## src/rtl/autobaud_detector.sv

```systemverilog
// Autobaud detector: times five falling edges of a 0x55 sync byte on rx and
// derives a baud-rate-generator divider from the measured interval.
module autobaud_detector #(
    parameter int unsigned CNT_W   = 16,
    parameter int unsigned BRG_W   = 16,
    parameter int unsigned OS_LOG2 = 4
) (
    input  logic             clk,
    input  logic             cnt_rst,
    input  logic             abaud_start,
    input  logic             abort,
    input  logic             rx,
    input  logic             irq_clr,
    output logic [BRG_W-1:0] brg_out,
    output logic             brg_load,
    output logic             rxif,
    output logic             ovf,
    output logic             busy
);

    // N needs one extra bit: a 5th edge on the terminal count gives 2^CNT_W.
    localparam int unsigned N_W   = CNT_W + 1;
    localparam int unsigned SHIFT = 3 + OS_LOG2;
    localparam int unsigned EDG_W = 3;

    localparam logic [CNT_W-1:0] CNT_MAX   = '1;
    localparam logic [EDG_W-1:0] EDGE_LAST = EDG_W'(4);

    typedef enum logic [1:0] {
        IDLE       = 2'd0,
        WAIT_START = 2'd1,
        MEASURE    = 2'd2,
        CALC       = 2'd3
    } state_t;

    state_t           state;
    state_t           state_nxt;

    logic             rx_meta;
    logic             rx_sync;
    logic             rx_prev;
    logic             fall_c;

    logic [CNT_W-1:0] cnt;
    logic [CNT_W-1:0] cnt_nxt;
    logic [EDG_W-1:0] edge_cnt;
    logic [EDG_W-1:0] edge_nxt;
    logic [N_W-1:0]   n_val;
    logic [N_W-1:0]   n_nxt;

    logic [N_W-1:0]   q_c;
    logic [N_W-1:0]   div_c;
    logic [BRG_W-1:0] brg_nxt;
    logic             load_nxt;
    logic             rxif_nxt;
    logic             ovf_nxt;

    // Two-flop synchronizer plus previous-sample register; idle-high reset
    // values keep a false edge from appearing after reset.
    always_ff @(posedge clk or posedge cnt_rst) begin
        if (cnt_rst) begin
            rx_meta <= 1'b1;
            rx_sync <= 1'b1;
            rx_prev <= 1'b1;
        end else begin
            rx_meta <= rx;
            rx_sync <= rx_meta;
            rx_prev <= rx_sync;
        end
    end

    assign fall_c = rx_prev & ~rx_sync;

    // Divider from the captured interval: (N >> (3+OS_LOG2)) - 1, floored at 0.
    assign q_c   = n_val >> SHIFT;
    assign div_c = (q_c != '0) ? (q_c - N_W'(1)) : '0;

    // State register.
    always_ff @(posedge clk or posedge cnt_rst) begin
        if (cnt_rst) begin
            state <= IDLE;
        end else begin
            state <= state_nxt;
        end
    end

    // Next-state, counter and result logic; abort overrides everything else.
    always_comb begin
        state_nxt = state;
        cnt_nxt   = cnt;
        edge_nxt  = edge_cnt;
        n_nxt     = n_val;
        brg_nxt   = brg_out;
        load_nxt  = 1'b0;
        rxif_nxt  = rxif & ~irq_clr;
        ovf_nxt   = ovf & ~irq_clr;

        case (state)
            IDLE: begin
                if (abaud_start) begin
                    state_nxt = WAIT_START;
                end
            end
            WAIT_START: begin
                if (abort) begin
                    state_nxt = IDLE;
                end else if (fall_c) begin
                    cnt_nxt   = '0;
                    edge_nxt  = EDG_W'(1);
                    state_nxt = MEASURE;
                end
            end
            MEASURE: begin
                if (abort) begin
                    state_nxt = IDLE;
                end else begin
                    cnt_nxt = cnt + CNT_W'(1);
                    if (fall_c) begin
                        edge_nxt = edge_cnt + EDG_W'(1);
                    end
                    if (fall_c && (edge_cnt == EDGE_LAST)) begin
                        n_nxt     = {1'b0, cnt} + N_W'(1);
                        state_nxt = CALC;
                    end else if (cnt == CNT_MAX) begin
                        ovf_nxt   = 1'b1;
                        state_nxt = IDLE;
                    end
                end
            end
            CALC: begin
                state_nxt = IDLE;
                if (!abort) begin
                    brg_nxt  = div_c[BRG_W-1:0];
                    load_nxt = 1'b1;
                    rxif_nxt = 1'b1;
                end
            end
            default: begin
                state_nxt = IDLE;
            end
        endcase
    end

    // Measurement registers.
    always_ff @(posedge clk or posedge cnt_rst) begin
        if (cnt_rst) begin
            cnt      <= '0;
            edge_cnt <= '0;
            n_val    <= '0;
        end else begin
            cnt      <= cnt_nxt;
            edge_cnt <= edge_nxt;
            n_val    <= n_nxt;
        end
    end

    // Registered outputs; brg_out and brg_load change on the same edge.
    always_ff @(posedge clk or posedge cnt_rst) begin
        if (cnt_rst) begin
            brg_out  <= '0;
            brg_load <= 1'b0;
            rxif     <= 1'b0;
            ovf      <= 1'b0;
            busy     <= 1'b0;
        end else begin
            brg_out  <= brg_nxt;
            brg_load <= load_nxt;
            rxif     <= rxif_nxt;
            ovf      <= ovf_nxt;
            busy     <= (state_nxt != IDLE);
        end
    end

endmodule

```

## config.mk

```make
export PLATFORM = sky130hd
export DESIGN_NAME = autobaud_detector
export DESIGN_NICKNAME = d
export VERILOG_FILES = /design/src/rtl/autobaud_detector.sv
export SDC_FILE = /design/constraint.sdc
export NUM_CORES = 1
export LEC_CHECK = 0
export BUFFER_PORTS_ARGS = -buffer_cell sky130_fd_sc_hd__buf_2
export CORE_MARGIN = 3
export CORE_UTILIZATION = 52
export CTS_BUF_LIST = sky130_fd_sc_hd__clkbuf_8
export CTS_CLUSTER_SIZE = 28
export DETAILED_ROUTE_END_ITERATION = 16
export GPL_ROUTABILITY_DRIVEN = 0
export GPL_TIMING_DRIVEN = 0
export HOLD_SLACK_MARGIN = 0.1
export PLACE_DENSITY = 0.8
export SETUP_SLACK_MARGIN = 0.05
export SLEW_MARGIN = 25
export SYNTH_ARGS = -nofsm -noshare
export SYNTH_HDL_FRONTEND = slang
export SYNTH_SLANG_ARGS = --single-unit
```

## constraint.sdc

```tcl
create_clock -name clk -period 5.01 [get_ports clk]
set_clock_uncertainty 0.2 [all_clocks]
set_input_delay 1.002 -clock clk [delete_from_list [all_inputs] [get_ports clk]]
set_output_delay 1.002 -clock clk [all_outputs]
set_load 0.01 [all_outputs]
```

# Word-level counts from Yosys, hierarchy flattened
# Cells that the tools add are included.
[totals]
reg_bits = 61
latchBits = 0
mem_bits_rw = 0
romBits = 0
inputBits = 6
out_inout_bits = 20
wordCells = 65
mem_count = 0
[op_classes]
addsub = 4
n_mul = 0
div_mod_pow = 0
n_lt_le_gt_ge = 0
n_eq_ne = 9
shifts = 0
muxes = 25
bitwise_logic = 6
n_reduce_logical = 9
[ops]
columns = ["op", "n"]
rows = [
  ["$mux 16", 4],
  ["$pmux 16 s2", 1],
  ["$add 16x1->17 const B", 1],
  ["$reduce_bool 17->1", 1],
  ["$add 16x1->16 const B", 1],
  ["$eq 16x16->1 const B", 1],
  ["$mux 2", 6],
  ["$mux 3", 4],
  ["$sub 10x1->11 const B", 1],
  ["$mux 1", 8],
  ["$ne 2x2->1 const B", 4],
  ["$pmux 2 s4", 1],
  ["$pmux 3 s2", 1],
  ["$reduce_and 5->1", 1],
  ["$eq 2x2->1 const B", 2],
  ["$reduce_and 4->1", 1],
  ["$reduce_bool 2->1", 2],
  ["$add 3x1->3 const B", 1],
  ["$and 1x1->1", 3],
  ["$eq 3x3->1 const B", 1],
  ["$not 1->1", 3],
  ["$reduce_and 3->1", 1],
  ["$eq 2x1->1 const B", 1],
  ["$logic_not 2->1", 1],
  ["other kinds (2)", 2],
]

# Depth between registers and ports, before layout
# Gate-level depths: netlist of the first run.
[logic_depth]
depth_word = 7
mapped_depth = 6
depth_no_buf = 6

# Worst setup path after synthesis of the first run
# No wires, ideal clock.
[synth_timing]
path_kind = "in2reg"
start = "input port abort"
end = "register n_val[10]"
setup_ps = 134
t_arrival_ps = 1866
setup_slack_ps = 2810
stages = 5
cell_sequence = "nor3b_2 > nand4_1 > clkbuf_1 > nand2_1 > o21ai_0"
[synth_between]
elab_chain_cells = 2
[synth_rtl]
columns = ["element", "line", "text"]
rows = [
  ["start, declared", "11", "input logic abort,"],
  ["$not 1->1 (no line)", "-", ""],
  ["$reduce_and 3->1 (no line)", "-", ""],
  ["end signal, assigned", "153", "n_val <= n_nxt;"],
  ["end, declared", "48", "logic [N_W-1:0] n_val;"],
]
# No other way between the ends.
# A chain may end at the register's enable or synchronous reset.

# Worst setup path in the final report of the first run
[layout_timing]
start = "input port abort"
end = "register n_val[8]"
# Same word-level chain as after synthesis.

==> insert_results.sql, run 1 <==
INSERT INTO impl_metrics (metric_group, metric, value, unit) VALUES
('die', 'std_cell_rows', '24', ''),
('finish', 'syn_to_final_growth', '13.6', '%'),
('clock_network', 'cts_tree', 'done', ''),
('critical_path', 'critical_path.endpoint_type', 'flop', ''),
('timing', 'worstMarginPinSlew', '666', 'ps'),
('clock_network', 'cts.repair_timing.setup_buffer_count', '0', ''),
('critical_path', 'data_arrival_at_the_endpoint_of_the_critical_path', '2360', 'ps'),
('timing', 'max-slew-margin-rel', '55.5', '%'),
('timing', 'finalSetupTns', '0', 'ps'),
('critical_path', 'startpoint', 'abort', ''),
('drt', 'vias', '1947', ''),
('critical_path', 'worst_r2r_path_depth', '5', ''),
('critical_path', 'worst_setup_path_endpoint', 'n_val[8]', ''),
('global_route', 'antenna_found_initial', '0', ''),
('timing', 'layout_min_cycle_time', '2380', 'ps'),
('finish', 'drive_above_1_share', '18.3', '%'),
('drt', 'route.final.wire_length', '4.67', 'mm'),
('timing', 'setup-violations-final', '0', ''),
('global_route', 'grt_overflow', '0', ''),
('critical_path', 'crit_required', '4990', 'ps'),
('critical_path', 'r2r-start', 'rx_sync', ''),
('power_and_ir_drop', 'worst_ir_drop_vdd', '0.000194', 'V'),
('finish', 'fin_nets', '304', ''),
('timing', 'layout_worst_path_cycle_share', '47.5', '%'),
('critical_path', 'cpMaxStageDelayCell', 'nor3b_2', ''),
('synth', 'synthTopCellsByArea', 'dfrtp_1 (46%), nand2_1 (5.7%), o21ai_0 (5.6%), xnor2_1 (3.5%), dfstp_2 (3.2%)', ''),
('synth', 'synth_enable_flop_cells', '0', ''),
('die', 'vert_die_dim', '75.1', 'um'),
('critical_path', 'reg2reg_slack', '2900', 'ps'),
('critical_path', 'cp.buffers_inverters', '2', ''),
('hold_path', 'worst_hold_path_type', 'reg2reg', ''),
('clock_network', 'cts_hold_repair_buffers', '0', ''),
('synth', 'synthesis.area', '2480', 'um2'),
('clock_network', 'worstSkewPairLatency', '300', 'ps'),
('die', 'ios', '26', ''),
('timing', 'finalHoldWorstSlack', '160', 'ps'),
('critical_path', 'top_fanout_value_on_the_critical_path', '10', ''),
('critical_path', 'worstReg2RegEnd', 'cnt[11]', ''),
('critical_path', 'crit_family', 'simple AND/OR/NAND/NOR gates', ''),
('clock_network', 'root_buffer', 'clkbuf_8', ''),
('clock_network', 'htreeDepth', '2', ''),
('timing', 'grt_setup_unrepaired', 'false', ''),
('synth', 'synth_cells', '261', ''),
('drt', 'detailedRoute.firstPassIterationCount', '4', ''),
('critical_path', 'start_kind', 'input port', ''),
('clock_network', 'clock_sinks', '49', ''),
('drt', 'first_iter_violations', '100', ''),
('flow_run', 'maxCapViolations', '0', ''),
('drt', 'via_per_inst', '5.61', ''),
('clock_network', 'post_cts_resize_count', '0', ''),
('timing', 'final_hold_viol_count', '0', ''),
('synth', 'synth-seq-cells', '49', ''),
('critical_path', 'critPathMaxStageDelay', '460', 'ps'),
('global_route', 'grt_start_max_net_pins', '31', ''),
('global_route', 'grt_first_pass_wirelength', '8.72', 'mm'),
('die', 'core_region_area', '4470', 'um2'),
('clock_network', 'clkSlewWorstSetupHoldPaths', '90', 'ps'),
('timing', 'drv_slew', '0', ''),
('synth', 'async_reset_ff_share', '100', '%'),
('synth', 'synth_top_flop_cell', 'dfrtp_1', ''),
('clock_network', 'cts_inserted_buffers', '5', ''),
('critical_path', 'timing.critical_path.depth', '6', ''),
('power_and_ir_drop', 'power_density', '326', 'nW/um2'),
('die', 'start_util', '55.5', '%'),
('finish', 'layout.filler_cells', '386', ''),
('global_route', 'first_global_vias', '1967', ''),
('synth', 'synth.avg_cell_area', '9.51', 'um2'),
('die', 'floorplan.die_area', '5640', 'um2'),
('synth', 'netlist-cell-type-count', '45', ''),
('critical_path', 'timing.setup.critical_path_class', 'in2reg', ''),
('status', 'run_status', 'finished clean', '');
-- where the power goes --
| group | switching [W] | internal, W |
|---|---|---|
| sequential | 0.0000390 | 0.000436 |
| combinational | 0.0000838 | 0.0000677 |
| clock | 0.000130 | 0.000162 |
| total | 0.000253 | 0.000666 |
-- synth_stat cells (2+ instances only) --
| cell type | n |
|---|---|
| and2_1 | 2 |
| a31oi_1 | 4 |
| or4_4 | 2 |
| ha_1 | 4 |
| o22ai_1 | 5 |
| or3_1 | 5 |
| nand2_1 | 38 |
| xor2_1 | 6 |
| and4_1 | 2 |
| o211ai_1 | 3 |
| nor2b_1 | 6 |
| or4_1 | 3 |
| xnor2_1 | 10 |
| or3b_2 | 2 |
| inv_1 | 16 |
| dfrtp_1 | 46 |
| dfstp_2 | 3 |
| mux2i_1 | 3 |
| nor2_1 | 9 |
| o21ai_1 | 2 |
| clkbuf_1 | 5 |
| nor4_1 | 4 |
| and3_1 | 2 |
| o21ai_0 | 28 |
| nand3_1 | 11 |
| nor3b_1 | 2 |
| nand4_1 | 7 |
| buf_4 | 5 |
| a21oi_1 | 10 |
-- final cells by class --
cell class / instances / area, um2 / area share, %
Buffer: 11 / 61.3 / 2.17
Clock buffer: 6 / 82.6 / 2.93
Clock inverter: 2 / 37.5 / 1.33
Inverter: 16 / 60.1 / 2.13
Multi-Input combinational cell: 185 / 1130 / 40.1
Sequential cell: 49 / 1230 / 43.6
Tap cell: 52 / 65.1 / 2.31
Timing Repair Buffer: 26 / 153 / 5.41
-- worst min path at each step --
stage,cells after the start,endpoint,from,slack [ps]
final,0,rx_sync,rx_meta,160
after global routing,0,rx_sync,rx_meta,170
after global placement,0,rx_sync,rx_meta,150
after detailed placement,0,rx_sync,rx_meta,150
after CTS,0,rx_sync,rx_meta,160
after floorplan,0,rx_sync,rx_meta,150
-- layout by cell type (no fill, tap or decap), types with 7 or more instances in the layout --
| cell | Yosys | routed |
|---|---|---|
| nand3_1 | 11 | 11 |
| nand4_1 | 7 | 7 |
| o21ai_0 | 28 | 28 |
| nand2_1 | 38 | 38 |
| a21oi_1 | 10 | 10 |
| inv_1 | 16 | 15 |
| buf_2 | 1 | 26 |
| nor2_1 | 9 | 9 |
| xnor2_1 | 10 | 10 |
| dfrtp_1 | 46 | 46 |
-- metal layers --
| layer | GRT usage, % | vias to the layer above | part of all wire (%) |
|---|---|---|---|
| met5 | 0 | - | 0 |
| met4 | 6.92 | 0 | 1.7 |
| met3 | 3.87 | 9 | 4.6 |
| met2 | 35.5 | 47 | 49 |
| met1 | 23.7 | 904 | 45 |
| li1 | - | 987 | - |
-- registers in the layout, indices dropped and copies added (netlist names) --
signal,count
rx_prev,1
state,2
brg_out,11
rxif,1
edge_cnt,3
cnt,16
rx_meta,1
rx_sync,1
n_val,10
busy,1
ovf,1
brg_load,1
-- per-stage QoR --
stage          power (W)  utilization [%]  cells  area, um2  setup WS, ps
2_1_floorplan   0.000586                -    261       2480          2640
3_3_place_gp    0.000624             59.7    338       2670          2060
3_5_place_dp    0.000637             60.3    339       2700          2320
4_1_cts         0.000928             63.0    347       2820          2620
5_1_grt         0.000985             63.0    347       2820          2480
6_report        0.000919             63.0    347       2820          2630
-- logic make-up (layout without fill, tap and decap cells) --
kind of cell / after synthesis / after routing / share of synthesized area [%]
buffers and inverters: 27 / 61 / 4.89
DFF: 49 / 49 / 49.6
adders and majority gates: 4 / 4 / 2.02
xor gates and xnor gates: 16 / 16 / 5.65
AOI/OAI and AO/OA: 59 / 59 / 13.7
muxes: 4 / 4 / 1.66
and+or+nand+nor: 102 / 102 / 22.5
(Power assumes the default switching activity.)
==> run 2: changes to the inputs <==
clock period = 2.3 ns   (was 5.01 ns; I/O delays follow)
==> run 2 against run 1 <==
  * Die area unchanged
  * Sequential power increased by 120%
  * Power up 120%
  * Cell area up 1.1%
  * Wire length increased by 1.1%
  * Global-route usage up 0.11 points
  * Non-clock buffer count up 2
  * Register-to-register slack got worse by 2700 ps
  * Clock power grew 120%
  * Critical path type is now reg2reg
==> insert_results.sql, run 2 (synthesis results as in run 1) <==
INSERT INTO impl_metrics (metric_group, metric, value, unit) VALUES
('placed_design', 'dpl.hpwl', '3.52', 'mm'),
('die', 'std_cell_rows', '24', ''),
('die', 'ios', '26', ''),
('finish', 'syn_to_final_growth', '14.8', '%'),
('power_and_ir_drop', 'p_comb_share', '16.7', '%'),
('finish', 'drive_above_1_share', '18.5', '%'),
('timing', 'layout_min_cycle_time', '2060', 'ps'),
('clock_network', 'worstSkewPairLatency', '300', 'ps'),
('clock_network', 'root_buffer', 'clkbuf_8', ''),
('critical_path', 'crit_chain', 'ha_1 > nand4_1 > or4_1 > o21ai_0 > nand4_1', ''),
('drt', 'drcViolationCount', '0', ''),
('finish', 'stdcell_count', '349', ''),
('timing', 'setup-violations-final', '0', ''),
('global_route', 'grt_first_pass_wirelength', '8.78', 'mm'),
('drt', 'vias', '1966', ''),
('die', 'floorplan.die_area', '5640', 'um2'),
('drt', 'first_iter_violations', '88', ''),
('status', 'run_status', 'finished clean', ''),
('power_and_ir_drop', 'leakage', '1.34', 'nW'),
('global_route', 'grt_overflow', '0', ''),
('critical_path', 'cpMaxStageDelayCell', 'or4_1', ''),
('drt', 'via_per_inst', '5.63', ''),
('critical_path', 'top_fanout_value_on_the_critical_path', '6', ''),
('timing', 'grt_setup_unrepaired', 'false', ''),
('critical_path', 'critPathMaxStageDelay', '490', 'ps'),
('timing', 'worstMarginPinSlew', '655', 'ps'),
('power_and_ir_drop', 'power.switching', '0.000553', 'W'),
('power_and_ir_drop', 'switching_share', '27.5', '%'),
('critical_path', 'crit_required', '2260', 'ps'),
('finish', 'max_flop_register', 'cnt', ''),
('critical_path', 'timing.setup.critical_path_class', 'reg2reg', ''),
('timing', 'max-slew-margin-rel', '56.3', '%'),
('drt', 'detailedRoute.firstPassIterationCount', '4', ''),
('power_and_ir_drop', 'power', '0.00201', 'W'),
('die', 'vert_die_dim', '75.1', 'um'),
('power_and_ir_drop', 'internal_cell_power', '0.00146', 'W'),
('global_route', 'global_route.usage.total', '20.0', '%'),
('critical_path', 'start_kind', 'flop', ''),
('clock_network', 'cts_tree', 'done', ''),
('finish', 'antenna-diode-count', '0', ''),
('timing', 'final_hold_viol_count', '0', ''),
('timing', 'max_freq', '0.486', 'GHz'),
('power_and_ir_drop', 'worst_ir_drop_vdd', '0.000426', 'V'),
('clock_network', 'clkSlewWorstSetupHoldPaths', '90', 'ps'),
('global_route', 'first_global_vias', '1979', ''),
('timing', 'layout_worst_path_cycle_share', '89.4', '%'),
('power_and_ir_drop', 'power.clock.fraction', '31.6', '%'),
('finish', 'layout_top_registers', 'cnt (16), brg_out (11), n_val (10)', ''),
('finish', 'layout.filler_cells', '384', ''),
('timing', 'drv_slew', '0', ''),
('die', 'core_region_area', '4470', 'um2'),
('die', 'fp.dieW', '75.1', 'um'),
('finish', 'layout.cells.most_common', 'dfrtp_1', ''),
('clock_network', 'cts_buffer_depth', '2', ''),
('finish', 'largest_register_ff_count', '16', ''),
('finish', 'layout.cells.most_common_list', 'dfrtp_1 (46), nand2_1 (38), o21ai_0 (28)', ''),
('clock_network', 'cts_inserted_buffers', '5', ''),
('timing', 'finalSetupTns', '0', 'ps'),
('hold_path', 'worst_hold_path_type', 'in2reg', ''),
('drt', 'drt.antenna.violating_nets', '0', ''),
('global_route', 'antenna_found_initial', '0', ''),
('die', 'start_util', '55.5', '%'),
('power_and_ir_drop', 'reg_power_share', '51.7', '%'),
('drt', 'route.final.wire_length', '4.72', 'mm'),
('finish', 'fin_nets', '306', ''),
('clock_network', 'clock_sinks', '49', ''),
('power_and_ir_drop', 'power_density', '705', 'nW/um2'),
('drt', 'route.detailed.wl_per_inst', '13.5', 'um'),
('critical_path', 'critical_path.endpoint_type', 'flop', ''),
('global_route', 'grt_start_max_net_pins', '31', ''),
('critical_path', 'critical-path-top-cell-by-count', 'nand4_1', ''),
('placed_design', 'port_buffers', '25', ''),
('placed_design', 'dp_cells', '339', ''),
('critical_path', 'data_arrival_at_the_endpoint_of_the_critical_path', '2010', 'ps'),
('clock_network', 'htreeDepth', '2', ''),
('flow_run', 'maxCapViolations', '0', '');
-- run 2: path summary, 6_finish.rpt --
| path | startpoint | end | slack, ps | cells after the start |
|---|---|---|---|---|
| setup reg to reg | cnt[0] | busy | 240 | 5 |
| setup / recovery | cnt[0] | busy | 240 | 5 |
| hold / removal | irq_clr | rxif | 150 | 2 |
| min in group asynchronous | cnt_rst | brg_out[14] | 610 | 3 |
| hold reg to reg | rx_meta | rx_sync | 160 | 0 |
| max in group asynchronous | cnt_rst | rx_sync | 690 | 4 |
-- run 2: cell type report --
cell class	instances	area [um2]	area share, %
clock inverters	2	37.5	1.32
inverters	16	60.1	2.11
clock buffers	6	82.6	2.90
plain buffers	11	61.3	2.15
well taps	52	65.1	2.28
repair buffers	28	173	6.06
multi-input cells	185	1140	40.0
flip-flops and latches	49	1230	43.2
-- run 2: timing repair --
| action | CTS | global route |
|---|---|---|
| hold endpoints to repair | 30 | 0 |
| hold buffers | 2 | 0 |
| endpoints found under the setup margin | 0 | 5 |
| buffers inserted | 0 | 0 |
| gates resized for setup | 0 | 2 |
-- run 2: worst max-delay path: cells and delay by family, from the launching register on --
kind	cells	cell delay, ps
adder cells (fa/ha/maj)	1	240
flip-flops	1	430
AO/OA/AOI/OAI	1	270
AND/OR/NAND/NOR	3	790
-- run 2: power groups by stage --
stage	combinational, W	sequential [W]	clock (W)
after CTS	0.000337	0.00104	0.000651
final	0.000335	0.00104	0.000634
after floorplan	0.000227	0.00105	0
after global routing	0.000396	0.00105	0.000702
after global placement	0.000314	0.00105	0
after detailed placement	0.000334	0.00105	0
-- run 2: metrics by stage --
| stage | util, % | cell area [um2] | worst slack (ps) | hold WS (ps) |
|---|---|---|---|---|
| 2_1_floorplan | - | 2480 | 472 | 145 |
| 3_3_place_gp | 59.7 | 2670 | -107 | 146 |
| 3_5_place_dp | 60.3 | 2700 | 147 | 149 |
| 4_1_cts | 63.5 | 2840 | 210 | 147 |
| 5_1_grt | 63.7 | 2850 | 98.4 | 147 |
| 6_report | 63.7 | 2850 | 244 | 153 |
-- run 2: layer usage --
metal	track usage [%]	part of all wire, %
met5	0	0
met4	6.92	0.68
met3	3.87	3.7
met2	35.7	50
met1	23.9	46
